===== config.mk =====
export PLATFORM = sky130hd
export DESIGN_NAME = pipelined_addsub
export DESIGN_NICKNAME = d
export VERILOG_FILES = /design/src/rtl/addsub_pkg.sv /design/src/rtl/addsub_segment.sv /design/src/rtl/pipelined_addsub.sv
export SDC_FILE = /design/constraint.sdc
export NUM_CORES = 1
export LEC_CHECK = 0
export CORE_MARGIN = 2
export CORE_UTILIZATION = 55
export DETAILED_ROUTE_END_ITERATION = 10
export GPL_ROUTABILITY_DRIVEN = 0
export PLACE_DENSITY_LB_ADDON = 0.05
export SKIP_LAST_GASP = 1
export SYNTH_ARGS = -nofsm -noshare
export SYNTH_HDL_FRONTEND = slang
export SYNTH_SLANG_ARGS = --single-unit

===== constraint.sdc =====
create_clock -name clk -period 5.1 [get_ports clk]
set_clock_uncertainty 0.15 [all_clocks]
set_input_delay 1.02 -clock clk [delete_from_list [all_inputs] [get_ports clk]]
set_output_delay 1.02 -clock clk [all_outputs]
set_load 0.02 [all_outputs]

===== src/rtl/addsub_pkg.sv =====
// Shared types and helpers for the segmented pipelined adder/subtractor.
package addsub_pkg;

  localparam int WIDTH_DEF = 32;
  localparam int SEG_DEF   = 8;

  // Number of carry-chain segments, which is also the pipeline depth.
  function automatic int nseg(input int width, input int seg);
    return width / seg;
  endfunction

  // Control part of a stage payload. The width-dependent operand and sum
  // fields are added by the top level, which knows WIDTH.
  typedef struct packed {
    logic sub;    // 1: a-b
    logic carry;  // carry out of the most recently resolved segment
    logic cmsb;   // carry into the MSB of that segment
  } stage_ctl_t;

endpackage


===== src/rtl/addsub_segment.sv =====
// One SEG-bit ripple slice: conditions b for subtract and ripples full adders.
module addsub_segment
  import addsub_pkg::*;
#(
  parameter int SEG = SEG_DEF
) (
  input  logic [SEG-1:0] i_a,
  input  logic [SEG-1:0] i_b,
  input  logic           i_sub,
  input  logic           i_cin,
  output logic [SEG-1:0] o_sum,
  output logic           o_cout,
  output logic           o_cmsb
);

  logic [SEG-1:0] w_bx;
  logic [SEG:0]   w_c;

  // b is inverted for subtract; the +1 arrives as the stage-0 carry-in.
  assign w_bx   = i_b ^ {SEG{i_sub}};
  assign w_c[0] = i_cin;

  for (genvar i = 0; i < SEG; i++) begin : g_fa
    assign o_sum[i]  = i_a[i] ^ w_bx[i] ^ w_c[i];
    assign w_c[i+1]  = (i_a[i] & w_bx[i]) | (w_c[i] & (i_a[i] ^ w_bx[i]));
  end

  assign o_cout = w_c[SEG];
  assign o_cmsb = w_c[SEG-1];

endmodule


===== src/rtl/pipelined_addsub.sv =====
// Pipelined two's-complement add/sub: one register stage per SEG-bit carry
// segment, operands skewed along with the transaction, valid/ready handshake.
module pipelined_addsub
  import addsub_pkg::*;
#(
  parameter int WIDTH = WIDTH_DEF,
  parameter int SEG   = SEG_DEF
) (
  input  logic             clk,
  input  logic             rst_n,
  input  logic             in_valid,
  output logic             in_ready,
  input  logic [WIDTH-1:0] a,
  input  logic [WIDTH-1:0] b,
  input  logic             sub,
  output logic             out_valid,
  input  logic             out_ready,
  output logic [WIDTH-1:0] sum,
  output logic             cout,
  output logic             ovf,
  output logic             zero
);

  localparam int NSEG = nseg(WIDTH, SEG);

  if (WIDTH % SEG != 0) begin : g_bad_seg
    $error("pipelined_addsub: WIDTH must be a multiple of SEG");
  end

  // Everything a transaction carries between stages. b stays unconditioned;
  // each segment applies the sub inversion to its own slice.
  typedef struct packed {
    stage_ctl_t       ctl;
    logic [WIDTH-1:0] a;
    logic [WIDTH-1:0] b;
    logic [WIDTH-1:0] s;
  } payload_t;

  payload_t [NSEG-1:0]           w_in;
  payload_t [NSEG-1:0]           w_nxt;
  payload_t [NSEG-1:0]           r_stg;
  logic     [NSEG-1:0]           r_vld_pipe;
  logic     [NSEG-1:0][SEG-1:0]  w_sum_sl;
  logic     [NSEG-1:0]           w_co;
  logic     [NSEG-1:0]           w_cm;
  logic                          w_adv;

  // The whole pipe moves together; it only stalls when a result is parked.
  assign w_adv    = !r_vld_pipe[NSEG-1] || out_ready;
  assign in_ready = w_adv;

  // Stage inputs: stage 0 from the ports (carry-in = sub), others from the previous register.
  always_comb begin
    w_in              = '0;
    w_in[0].ctl.sub   = sub;
    w_in[0].ctl.carry = sub;
    w_in[0].a         = a;
    w_in[0].b         = b;
    for (int k = 1; k < NSEG; k++) begin
      w_in[k] = r_stg[k-1];
    end
  end

  for (genvar k = 0; k < NSEG; k++) begin : g_seg
    addsub_segment #(.SEG(SEG)) u_seg (
      .i_a    (w_in[k].a[k*SEG +: SEG]),
      .i_b    (w_in[k].b[k*SEG +: SEG]),
      .i_sub  (w_in[k].ctl.sub),
      .i_cin  (w_in[k].ctl.carry),
      .o_sum  (w_sum_sl[k]),
      .o_cout (w_co[k]),
      .o_cmsb (w_cm[k])
    );
  end

  // Merge each stage's freshly resolved slice and carries into its payload.
  always_comb begin
    w_nxt = w_in;
    for (int k = 0; k < NSEG; k++) begin
      w_nxt[k].s[k*SEG +: SEG] = w_sum_sl[k];
      w_nxt[k].ctl.carry       = w_co[k];
      w_nxt[k].ctl.cmsb        = w_cm[k];
    end
  end

  // Stage registers and valid shift register; all hold together on a stall.
  always_ff @(posedge clk or negedge rst_n) begin
    if (!rst_n) begin
      r_stg      <= '0;
      r_vld_pipe <= '0;
    end else if (w_adv) begin
      r_stg      <= w_nxt;
      r_vld_pipe <= NSEG'({r_vld_pipe, in_valid});
    end
  end

  // Flags come straight off the last register; zero is gated so an idle or
  // freshly reset pipe does not report a zero result.
  assign out_valid = r_vld_pipe[NSEG-1];
  assign sum       = r_stg[NSEG-1].s;
  assign cout      = r_stg[NSEG-1].ctl.carry ^ r_stg[NSEG-1].ctl.sub;
  assign ovf       = r_stg[NSEG-1].ctl.cmsb ^ r_stg[NSEG-1].ctl.carry;
  assign zero      = r_vld_pipe[NSEG-1] && (r_stg[NSEG-1].s == '0);

endmodule


## Word-level counts from Yosys, hierarchy flattened

Cells that the tools add are included.
W data, S select, Z words.

- Bitwise operators: 166
- Reductions and logical operators: 4

Operators by type and width:

| kind | number |
|---|---|
| $xor A1 B1 Y1 | 66 |
| $and A1 B1 Y1 | 64 |
| $logic_not A32 Y1 | 1 |
| $or A1 B1 Y1 | 32 |
| $xor A8 B8 Y8 | 4 |
| $logic_and A1 B1 Y1 | 1 |
| $logic_not A1 Y1 | 1 |
| $logic_or A1 B1 Y1 | 1 |

- Register bits after elaboration: 285
- Input port bits: 69
- Output and inout bits: 37
- Logic and storage cells: 190

## Longest topological paths before layout

- Depth in word-level cells: 18
- Mapped depth: 15
- Depth with buffers taken out: 14

## By module

From an unflattened synthesis, not the netlist that was laid out.

- Cell total of the unflattened synthesis: 586
- Area, all modules: 8968.6 sq um

Modules (own cells, without submodules):

| module | instances | cells an instance | area each (sq um) | seq. area each (sq um) |
|---|---|---|---|---|
| pipelined_addsub | 1 | 446 | 7732.4 | 4729.5 |
| addsub_segment | 4 | 35 | 309.0 | 0.0 |

## Worst setup path after synthesis

Ideal clock, no wire load.

- Kind: input -> register
- Start: input port sub
- End: register r_stg[7] (netlist bit)
- Setup time: 0.125 ns
- Arrival: 4.401 ns
- Data required time: 4.825 ns
- Path slack: 0.424 ns
- Stages: 12
- Path buffers: 1
- Cells stage by stage: buf_2 -> xor2_1 -> fa_1 -> inv_1 -> fa_1 -> fa_1 -> fa_1 -> fa_1 -> fa_1 -> inv_1 -> fa_1 -> mux2_4

- Word-level cells in the longest chain between the ends: 17
- Elaborated cells on any way between the ends: 31
- Classes of those cells: 31 x bitwise

RTL lines:

| what | RTL line | source |
|---|---|---|
| start: declaration | pipelined_addsub.sv:15 | `input logic sub,` |
| $xor A8 B8 Y8 | addsub_segment.sv:20 | `assign w_bx = i_b ^ {SEG{i_sub}};` |
| $xor A1 B1 Y1 | addsub_segment.sv:25 | `assign w_c[i+1] = (i_a[i] & w_bx[i]) \| (w_c[i] & (i_a[i] ^ w_bx[i]));` |
| $and A1 B1 Y1 | addsub_segment.sv:25 |  |
| $or A1 B1 Y1 | addsub_segment.sv:25 |  |
| $and A1 B1 Y1 | addsub_segment.sv:25 |  |
| $or A1 B1 Y1 | addsub_segment.sv:25 |  |
| $and A1 B1 Y1 | addsub_segment.sv:25 |  |
| $or A1 B1 Y1 | addsub_segment.sv:25 |  |
| (+2 left out) | n/a |  |
| $and A1 B1 Y1 | addsub_segment.sv:25 |  |
| $or A1 B1 Y1 | addsub_segment.sv:25 |  |
| $and A1 B1 Y1 | addsub_segment.sv:25 |  |
| $or A1 B1 Y1 | addsub_segment.sv:25 |  |
| $and A1 B1 Y1 | addsub_segment.sv:25 |  |
| $or A1 B1 Y1 | addsub_segment.sv:25 |  |
| $xor A1 B1 Y1 (*) | addsub_segment.sv:24 | `assign o_sum[i] = i_a[i] ^ w_bx[i] ^ w_c[i];` |
| net g_seg[0].u_seg.o_sum[7] | addsub_segment.sv:11 | `output logic [SEG-1:0] o_sum,` |
| end signal: assignment | pipelined_addsub.sv:92 | `r_stg <= w_nxt;` |
| end: declaration | pipelined_addsub.sv:41 | `payload_t [NSEG-1:0] r_stg;` |

The timed path passes the listed nets; every way through them passes the cells marked *.
A chain may end at the register's enable or synchronous reset.

## Worst setup path after layout

Ends and elaborated chain as after synthesis.

==> impl_metrics.csv <==
group,metric,value,unit
worst_setup_path,setup.worst_path.end_class,"flip-flop",
yosys,yosysUniqueCellTypes,24,
worst_setup_path,crit_path_max_incr_delay,0.52,ns
routing,wl_per_cell,16.5,µm
routing,wirelength,14900,µm
cts,worst_skew_pair.late_latency,0.42,ns
timing,slew_violations,0,
pwr,sw_frac_of_total,0.323,
timing,worst-slew-pin-transition,1.10,ns
flow_run,drv_cap,0,
worst_setup_path,crit_family,"adder cells",
final_layout,synthToLayoutAreaGrowth,16.8,%
cts,clock_sinks,189,
worst_setup_path,critPathMaxFanout,3,
placement,dp_hpwl,10200,µm
routing,drc,0,
final_layout,fillers,1175,
cts,cts_tree,"built",
pwr,vdd_drop_max,322,µV
routing,via_per_inst,4.95,
global_route,grt_antenna_before_repair,0,
global_route,grtUsageMet3,0.0351,
yosys,syn-cell-area,0.00897,mm²
worst_setup_path,critPathMostFrequentCell,"fa_1",
timing,fin_hold_ws,0.342,ns
die,placeableCoreArea,0.0159,mm²
worst_setup_path,critPathBufInv,3,
worst_setup_path,reg2reg_from,"r_stg[197]",
worst_setup_path,ff2ff_path_depth,13,
pwr,p_comb_frac,0.434,
routing,first_pass_iters,4,
cts,cts_resized,0,
cts,cts_max_level,4,
worst_setup_path,critPathCapture,"r_stg[7]",
worst_setup_path,crit_cells,12,
yosys,synth_top_area_frac,0.527,
global_route,grt_usage,0.185,
yosys,synth.area.top_cells,"dfrtp_1 (53%), mux2_4 (24%), fa_1 (6.9%)",
timing,rsz0062_at_grt,"no",
pwr,clkPwrFrac,0.197,
die,rows,46,
timing,setup_viol,0,
global_route,grt_first_pass_wirelength,25100,µm
yosys,syn_area_per_cell,14.9,µm²
yosys,yosysWarnings,0,
timing,min_period_over_period,0.920,
worst_setup_path,arrival,4.86,ns
cts,path_clk_slew,0.07,ns
pwr,p_total,7060,µW
final_layout,nets,773,
die,die_h,132,µm
worst_setup_path,critical_path_required,5.26,ns
final_layout,diodes,0,
worst_setup_path,timing.rr.end,"r_stg[221]",
die,start_util,0.563,
global_route,grt_pass1_vias,4698,
status,status,"completed",
yosys,synth_top_area_cell,"dfrtp_1",
min_path,hold_path.class,"reg2reg",
pwr,power_leakage,0.00488,µW
worst_setup_path,crit_chain,"clkdlybuf4s50_1 > xor2_1 > fa_1 > inv_1 > fa_1 > fa_1 > fa_1 > fa_1 > fa_1 > inv_1 > fa_1 > mux2_4",
die,dieArea,0.0174,mm²
final_layout,final_area,0.0105,mm²
timing,setup_tns,0,ns
final_layout,finish.utilization,0.657,
worst_setup_path,crit_start,"sub",
yosys,synth_seq_cells,189,
placement,port_buffers,105,
pwr,p_sw,2280,µW
global_route,gr-total-overflow,0,
timing,relSlewSlack,0.268,
final_layout,drive_gt1_frac,0.274,
timing,period_minus_slack,4.69,ns
routing,final_antenna_net_count,0,
global_route,met2_usage,0.291,
cts,cts_setup_buffers,0,
timing,fmax,0.213,GHz
cts,max-clock-path-buffers,2,
global_route,grt-busiest-layer,"met2",
pwr,p_int,4780,µW
worst_setup_path,r2r_setup_slack,0.72,ns
pwr,p_per_area,674,mW/mm²
routing,drtIter0Drc,231,
die,die_x,132,µm
routing,vias,4469,
cts,numCtsBuffers,17,
cts,cts_root_buffer,"clkbuf_16",
cts,cts_hold_buffers,0,
worst_setup_path,crit_path_start_kind,"input port",
global_route,grt_max_degree,152,
placement,dpl_cell_area,0.00985,mm²
global_route,grt_use_met1,0.261,
die,io_pins,106,
yosys,synthCells,603,
worst_setup_path,critical_path.slowest_cell,"clkdlybuf4s50_1",
yosys,syn-num-nets,703,
worst_setup_path,criticalPathCategory,"in2reg",
timing,finalHoldViolCount,0,
yosys,ys_seq_area_frac,0.527,
pwr,seq_power_share,0.369,
==> kinds of logic (layout without fill, tap and decap cells) <==
| group | after synthesis | after routing | share of synthesized area |
|---|---|---|---|
| AO/OA/AOI/OAI | 46 | 46 | 0.0282 |
| XOR/XNOR | 34 | 34 | 0.0332 |
| adder cells (fa/ha/maj) | 31 | 31 | 0.0692 |
| buffers and inverters | 100 | 183 | 0.0738 |
| flip-flops | 189 | 189 | 0.527 |
| multiplexers | 143 | 143 | 0.239 |
| AND/OR/NAND/NOR | 60 | 60 | 0.0297 |
==> state kept, by name (all words and copies together), names as in the netlist <==
| name | flops |
|---|---|
| r_stg | 153 |
| r_vld_pipe | 4 |
| sum | 32 |
==> worst reg2reg max path: stages (launching register included) <==
cell	delay (ns)
dfrtp_1	0.40
xnor2_1	0.14
fa_1	0.36
inv_1	0.08
fa_1	0.17
inv_1	0.06
fa_1	0.42
fa_1	0.43
fa_1	0.43
fa_1	0.46
fa_1	0.40
inv_1	0.09
fa_1	0.41
mux2_4	0.26
==> metal layers <==
metal / up-vias / part of all wire / wire length, µm
met1: 2266 / 0.48 / 7160
li1: 2105 / - / -
met4: 0 / 0.014 / 210
met5: - / 0 / 0
met3: 18 / 0.027 / 409
met2: 80 / 0.48 / 7110
==> layout make-up <==
| cell class | count | area [µm²] | share of cell area |
|---|---|---|---|
| Clock buffer | 22 | 464 | 0.0443 |
| Clock inverter | 10 | 163 | 0.0155 |
| Inverter | 38 | 143 | 0.0136 |
| Multi-Input combinational cell | 314 | 3580 | 0.342 |
| Sequential cell | 189 | 4730 | 0.451 |
| Tap cell | 216 | 270 | 0.0258 |
| Timing Repair Buffer | 113 | 1130 | 0.108 |
==> metrics by stage <==
step | worst slack, ns | std cells
floorplan | 0.424 | 603
finish | 0.406 | 902
CTS | 0.403 | 902
global placement | 0.0326 | 870
global route | 0.244 | 902
detailed placement | -0.0393 | 870
==> power by group through the flow <==
stage | clock, µW | sequential [µW] | combinational, µW
2_1_floorplan | 0 | 2480 | 2540
3_3_place_gp | 0 | 2610 | 3010
3_5_place_dp | 0 | 2630 | 3100
4_1_cts | 1420 | 2610 | 3110
5_1_grt | 1480 | 2690 | 3370
6_report | 1390 | 2610 | 3060
==> placed cells by master (no fill, tap or decap) <==
cell / netlist / final
xor2_1: 10 / 10
nor4_1: 6 / 6
nand2_1: 21 / 21
clkbuf_8: 0 / 3
nand2b_4: 1 / 1
inv_1: 38 / 38
nor2_1: 26 / 26
nand2b_1: 1 / 1
buf_4: 32 / 7
or3_1: 1 / 1
clkbuf_1: 2 / 3
o21ai_0: 17 / 17
mux2_2: 1 / 1
clkinvlp_4: 0 / 2
nor4b_1: 1 / 1
nand4_1: 2 / 2
a21oi_1: 19 / 19
clkinv_2: 0 / 2
buf_12: 0 / 1
clkdlybuf4s50_1: 0 / 104
mux2_4: 142 / 142
o21ai_1: 4 / 4
fa_1: 31 / 31
clkinv_4: 0 / 2
bufinv_16: 0 / 4
nor3_1: 1 / 1
dfrtp_1: 189 / 189
clkbuf_16: 0 / 17
a21oi_2: 6 / 6
xnor2_1: 24 / 24
==> worst min path at each step <==
stage / from / end / slack [ns] / depth (start not counted)
2_1_floorplan: r_vld_pipe[2] / r_vld_pipe[3] / 0.28 / 1
5_1_grt: r_stg[192] / r_stg[291] / 0.36 / 2
4_1_cts: r_stg[83] / r_stg[182] / 0.34 / 2
3_5_place_dp: r_vld_pipe[2] / r_vld_pipe[3] / 0.32 / 1
6_report: r_stg[83] / r_stg[182] / 0.34 / 2
3_3_place_gp: r_vld_pipe[2] / r_vld_pipe[3] / 0.30 / 1
==> cells in the mapped netlist <==
| library cell | number |
|---|---|
| xnor2_1 | 24 |
| o21ai_0 | 17 |
| clkbuf_1 | 2 |
| mux2_2 | 1 |
| fa_1 | 31 |
| o21ai_1 | 4 |
| dfrtp_1 | 189 |
| inv_1 | 38 |
| or3_1 | 1 |
| buf_6 | 21 |
| xor2_1 | 10 |
| nand4_1 | 2 |
| a21oi_1 | 19 |
| a21oi_2 | 6 |
| nand2b_1 | 1 |
| nand2_1 | 21 |
| mux2_4 | 142 |
| buf_2 | 7 |
| nor3_1 | 1 |
| nor2_1 | 26 |
| nor4_1 | 6 |
| nand2b_4 | 1 |
| nor4b_1 | 1 |
| buf_4 | 32 |
(Power assumes the default switching activity.)
